File: src/rtl/ram_loader.sv
// ---------------------------------------------------------------------------
// ram_loader
//
// Boot-time program loader placed in front of the machine's RAM and CPU.
// It takes a framed byte stream over a valid/ready handshake, writes the
// payload into RAM starting at address 0, verifies an 8-bit additive
// checksum and then releases the CPU from reset.
//
// Frame: length byte L, N payload bytes, checksum byte C.
//   N = L, except L = 0 means a full 2^ADDR_WIDTH byte image.
//   C = sum of the payload bytes mod 256 (length byte not included).
//
// Ports:
//   clk         system clock, rising edge
//   reset       asynchronous, active-low reset
//   in_data     stream byte
//   in_valid    in_data valid this cycle
//   in_ready    loader accepts a byte this cycle (depends on state only)
//   restart     single-cycle request to leave DONE/ERROR for a new frame
//   cpu_halted  CPU halted flag; a reload from DONE needs it high
//   ram_we      RAM write strobe, one cycle per payload byte
//   ram_addr    RAM write address
//   ram_data    RAM write data
//   cpu_reset   active-high hold-in-reset for the CPU
//   busy        high while a frame is being received (LEN/LOAD/CHECK)
//   done        high after a frame with a good checksum
//   error       high after a frame with a bad checksum
//
// DATA_WIDTH is fixed at 8 by the frame format; it is a parameter only so
// the RAM-side port widths read naturally at the instantiation site.
// ---------------------------------------------------------------------------
module ram_loader #(
    parameter int ADDR_WIDTH = 8,
    parameter int DATA_WIDTH = 8
) (
    input  logic                  clk,
    input  logic                  reset,
    input  logic [DATA_WIDTH-1:0] in_data,
    input  logic                  in_valid,
    output logic                  in_ready,
    input  logic                  restart,
    input  logic                  cpu_halted,
    output logic                  ram_we,
    output logic [ADDR_WIDTH-1:0] ram_addr,
    output logic [DATA_WIDTH-1:0] ram_data,
    output logic                  cpu_reset,
    output logic                  busy,
    output logic                  done,
    output logic                  error
);

    localparam logic [2:0] ST_LEN   = 3'd0;
    localparam logic [2:0] ST_LOAD  = 3'd1;
    localparam logic [2:0] ST_CHECK = 3'd2;
    localparam logic [2:0] ST_DONE  = 3'd3;
    localparam logic [2:0] ST_ERROR = 3'd4;

    // The byte counter is one bit wider than the address so it can hold a
    // full 2^ADDR_WIDTH byte frame.
    localparam logic [ADDR_WIDTH:0]   FULL_COUNT = {1'b1, {ADDR_WIDTH{1'b0}}};
    localparam logic [ADDR_WIDTH:0]   COUNT_ONE  = (ADDR_WIDTH+1)'(1);
    localparam logic [ADDR_WIDTH-1:0] ADDR_ONE   = ADDR_WIDTH'(1);

    logic [2:0]            state;
    logic [ADDR_WIDTH:0]   remaining;
    logic [ADDR_WIDTH-1:0] addr;
    logic [DATA_WIDTH-1:0] sum;
    logic [ADDR_WIDTH:0]   frame_len;
    logic                  accept;

    // Ready depends on state alone so an upstream UART receiver never sees
    // a combinational loop through in_valid.
    assign in_ready = (state == ST_LEN) || (state == ST_LOAD) || (state == ST_CHECK);
    assign accept   = in_valid && in_ready;

    // Decode the length byte; zero stands for a full-size image.
    always_comb begin
        frame_len = (ADDR_WIDTH+1)'(in_data);
        if (in_data == '0) begin
            frame_len = FULL_COUNT;
        end
    end

    // Main loader state machine. Status flags and cpu_reset are registered
    // and only ever updated together with a state change, so they always
    // agree with the current state. ram_we defaults low and is raised for
    // exactly the cycle after a payload byte is accepted.
    always_ff @(posedge clk or negedge reset) begin
        if (!reset) begin
            state     <= ST_LEN;
            remaining <= '0;
            addr      <= '0;
            sum       <= '0;
            ram_we    <= 1'b0;
            ram_addr  <= '0;
            ram_data  <= '0;
            cpu_reset <= 1'b1;
            busy      <= 1'b1;
            done      <= 1'b0;
            error     <= 1'b0;
        end else begin
            ram_we <= 1'b0;
            case (state)
                ST_LEN: begin
                    if (accept) begin
                        remaining <= frame_len;
                        addr      <= '0;
                        sum       <= '0;
                        state     <= ST_LOAD;
                    end
                end
                ST_LOAD: begin
                    if (accept) begin
                        ram_we    <= 1'b1;
                        ram_addr  <= addr;
                        ram_data  <= in_data;
                        addr      <= addr + ADDR_ONE;
                        sum       <= sum + in_data;
                        remaining <= remaining - COUNT_ONE;
                        if (remaining == COUNT_ONE) begin
                            state <= ST_CHECK;
                        end
                    end
                end
                ST_CHECK: begin
                    if (accept) begin
                        busy <= 1'b0;
                        if (in_data == sum) begin
                            state     <= ST_DONE;
                            done      <= 1'b1;
                            cpu_reset <= 1'b0;
                        end else begin
                            state <= ST_ERROR;
                            error <= 1'b1;
                        end
                    end
                end
                ST_DONE: begin
                    // Only reload once the CPU has stopped, so a running
                    // program is never overwritten underneath it.
                    if (restart && cpu_halted) begin
                        state     <= ST_LEN;
                        busy      <= 1'b1;
                        done      <= 1'b0;
                        cpu_reset <= 1'b1;
                    end
                end
                ST_ERROR: begin
                    if (restart) begin
                        state     <= ST_LEN;
                        busy      <= 1'b1;
                        error     <= 1'b0;
                        cpu_reset <= 1'b1;
                    end
                end
                default: begin
                    state     <= ST_LEN;
                    busy      <= 1'b1;
                    done      <= 1'b0;
                    error     <= 1'b0;
                    cpu_reset <= 1'b1;
                end
            endcase
        end
    end

endmodule
File: config.mk
export PLATFORM = sky130hd
export DESIGN_NAME = ram_loader
export DESIGN_NICKNAME = d
export VERILOG_FILES = /design/src/rtl/ram_loader.sv
export SDC_FILE = /design/constraint.sdc
export NUM_CORES = 1
export LEC_CHECK = 0
export CAP_MARGIN = 20
export CORE_AREA = 5 5 75 77
export CTS_BUF_LIST = sky130_fd_sc_hd__clkbuf_8
export CTS_CLUSTER_SIZE = 40
export DETAILED_ROUTE_END_ITERATION = 7
export DIE_AREA = 0 0 80 82
export MAX_ROUTING_LAYER = met4
export PLACE_DENSITY = 0.79
export SLEW_MARGIN = 40
export SYNTH_ARGS = -nofsm -noshare
export SYNTH_HDL_FRONTEND = slang
export SYNTH_SLANG_ARGS = --single-unit
File: constraint.sdc
create_clock -name clk -period 2.4 [get_ports clk]
set_input_delay 0.72 -clock clk [delete_from_list [all_inputs] [get_ports clk]]
set_output_delay 0.72 -clock clk [all_outputs]
set_load 0.05 [all_outputs]
==> summary.md <==
| Metric | Value |
|---|---|
| Critical-path cell list | clkdlybuf4s50_1 |
| Final setup viols | 0 |
| GP Congestion | 0.853 |
| Die area | 6560 um^2 |
| Drt pass-1 iters | 4 |
| Crit path time final | 2.36 ns |
| I/O pins | 35 |
| Routed Antenna Nets | 0 |
| Post-route insts no fill | 422 |
| Worst-Skew Late Latency | 0.31 ns |
| Final Hold Vio Count | 0 |
| Crit-path leading delay family | buffers and inverters |
| Overall power | 4.40 mW |
| Critical path origin | cpu_reset$_DFFE_PN1P_ |
| Placed Cells incl. Taps | 413 |
| Cts bufs inserted | 5 |
| Die W | 80 um |
| Number of I/O port buffers | 34 |
| Vert. Die Dim | 82 um |
| Clk_skew | 0.0102 ns |
| P_leak | 1.54 nW |
| WS Path Type | reg2out |
| Sequential Power Share | 0.341 |
| RSZ-0062 raised after global routing | false |
| Slew HR | 0.666 |
| Worst Path Arrival | 1.64 ns |
| Commonest cells after routing, fill and taps aside | nand2_1 (81), dfrtp_1 (47), clkdlybuf4s50_1 (29) |
| Pwr dens | 1310 nW/um^2 |
| GR Util met3 | 0.0428 |
| CP Launch Type | flip-flop |
| Reg-to-reg slack, setup | 0.45 ns |
| Syn Area/Cell | 8.81 um^2 |
| Final Slew Violations | 0 |
| Register area share after synthesis | 0.471 |
| Critical R2R Launch | sum[0]$_DFFE_PN0P_ |
| Sequential cell area | 1230 um^2 |
| Pint | 2.36 mW |
| Post-synthesis async set-or-reset flop share | 1.00 |
| Root buf cell | clkbuf_8 |
| Worst VDD drop | 0.000747 V |
| Cell count of the worst reg-to-reg path | 7 |
| Synth warn | 0 |
| CP max FO | 2 |
| Share of cells above drive strength 1 | 0.148 |
| Iter 0 DRT Violations | 112 |
| Setup crit end | cpu_reset |
| Fill count | 424 |
| Max clock buf depth | 2 |
| Area delta synth->final | 28.3% |
| CP max stage cell | clkdlybuf4s50_1 |
| FF-to-FF End | sum[7]$_DFFE_PN0P_ |
| Initial antenna violation count | 0 |
| Global-route wire length before repair | 10600 um |
| Post-synthesis cell count | 296 |
| WL/cell | 14.5 um |
| Total Routing Usage GR | 0.212 |
| Dominant synthesized flop cell | dfrtp_1 |
| Grt met2 use | 0.363 |
| Worst min path class | in2async |
| Final period utilization | 0.983 |
| Vias | 2339 |
| CTS tree | built |
| Cell area after synthesis | 2610 um^2 |
| Final worst slack | 0.0419 ns |
| Commonest non-fill, non-tap cell in the layout | nand2_1 |
| Largest net degree at the start of global routing | 32 |
| GRT Max-Usage Layer | met2 |
| CTS sink cnt | 49 |
| Max Freq | 0.424 GHz |
| Comb pwr share | 0.547 |
| Post CTS Setup Buffer Count | 0 |
| Syn_nets | 320 |
| Clock power share | 0.112 |
| Ranking of synthesized cells by area | dfrtp_1 (45%), nand2_1 (12%), ha_1 (4.8%), a21oi_1 (3.3%), o21ai_0 (3.1%) |
| Top cell type's share of synthesized area | 0.451 |
| Multi-input gate area | 1320 um^2 |
| Yosys cell types | 46 |
| Cts hold-fix bufs | 0 |
| Final WL | 6130 um |
| Sw Pwr | 2.03 mW |
| Worst-Margin Slew | 0.499 ns |
| Initial Util | 0.527 |
| CP max stage delay | 0.79 ns |
| Critical path endpoint category | primary output |
| Number of flops mapped to enable cells by yosys | 0 |
| Post-DP HPWL | 4520 um |
| # DRC | 0 |
| Synth Register Bits | 49 |
| Worst Path Buf+Inv | 1 |
| Routing usage on met1 | 0.256 |
| Worst-path clk slew | 0.09 ns |
| Nets | 375 |
| Outcome | finished clean |
| Area leader, netlist | dfrtp_1 |
| Critical path depth | 1 |
| CP required | 1.68 ns |
| Placeable Area | 4940 um^2 |
| Place WS | -0.343 ns |
| Vias in the first global route | 2313 |
| Antenna cells | 0 |
| Max-Cap Viols | 0 |
| # rows | 26 |
| Via/cell ratio | 5.54 |
| # H-tree levels | 2 |
| Sw frac | 0.462 |
| Total grt overflow | 0 |
==> layout make-up <==
type,instances,area share
Multi-Input combinational cell,226,0.396
Sequential cell,49,0.367
Timing Repair Buffer,62,0.177
Tap cell,70,0.0262
Clock buffer,5,0.0206
Inverter,7,0.00786
Clock inverter,3,0.00524
==> power by group through the flow <==
stage | sequential (mW) | clock (mW) | combinational [mW]
after floorplan | 1.95 | 0 | 1.12
after global placement | 1.50 | 0 | 2.31
after detailed placement | 1.51 | 0 | 2.36
after CTS | 1.50 | 0.498 | 2.38
after global routing | 1.57 | 0.539 | 2.65
final | 1.50 | 0.492 | 2.40
==> per-layer routing <==
layer,vias to the layer above,part of all wire,wire length [um]
met1,1113,0.42,2580
met4,0,0.016,100
met2,65,0.51,3130
li1,1150,-,-
met5,-,0,0
met3,11,0.052,321
==> what timing repair did <==
| item | 4_1_cts | 5_1_grt |
|---|---|---|
| setup endpoints to repair | 2 | 4 |
| pin swaps | 0 | 7 |
| gates resized for setup | 2 | 8 |
==> stage by stage <==
| step | TNS (ns) | util | instance area [um^2] | hold WS (ns) |
|---|---|---|---|---|
| global route | 0 | 0.676 | 3340 | 0.346 |
| CTS | 0 | 0.664 | 3280 | 0.485 |
| finish | 0 | 0.676 | 3340 | 0.331 |
| floorplan | 0 | - | 2610 | 0.424 |
| global placement | -1.71 | 0.646 | 3190 | 0.456 |
| detailed placement | -2.20 | 0.646 | 3190 | 0.462 |
==> state kept, by name (all words and copies together), names as in the netlist <==
signal     count
error          1
busy           1
addr           8
remaining      9
ram_we         1
done           1
sum            8
ram_addr       8
state          3
ram_data       8
cpu_reset      1
==> cell families (layout without fill, tap and decap cells) <==
logic type      after synthesis  count (layout)  synth area share
compound gates               71              71             0.172
xor+xnor                      5               5            0.0168
fa+ha+maj                    11              11            0.0557
buf+inv                      21              77            0.0336
flops                        49              49             0.471
mux                           8               8            0.0312
simple gates                131             131             0.220
==> worst min path at each step <==
| stage | startpoint | end |
|---|---|---|
| 2_1_floorplan | reset | addr[0]$_DFFE_PN0P_ |
| 3_3_place_gp | ram_addr[6]$_DFFE_PN0P_ | ram_addr[6]$_DFFE_PN0P_ |
| 3_5_place_dp | ram_addr[2]$_DFFE_PN0P_ | ram_addr[2]$_DFFE_PN0P_ |
| 4_1_cts | ram_addr[2]$_DFFE_PN0P_ | ram_addr[2]$_DFFE_PN0P_ |
| 5_1_grt | reset | error$_DFFE_PN0P_ |
| 6_report | reset | error$_DFFE_PN0P_ |
==> cell usage after synthesis (all sizes together), types with 2 or more instances <==
| cell | instances |
|---|---|
| inv | 6 |
| o211ai | 3 |
| nor4 | 4 |
| mux2i | 7 |
| ha | 10 |
| a21oi | 17 |
| xnor2 | 2 |
| nand2 | 81 |
| a22o | 3 |
| xor2 | 3 |
| dfrtp | 47 |
| and3 | 3 |
| nand3 | 14 |
| nor2 | 14 |
| clkbuf | 7 |
| a21o | 2 |
| o22ai | 5 |
| buf | 7 |
| nor3 | 9 |
| dfstp | 2 |
| o21ai | 23 |
| nor3b | 2 |
| a211oi | 4 |
| o21bai | 2 |
| o31ai | 4 |
Note: power is estimated with default switching activity, not from simulation.
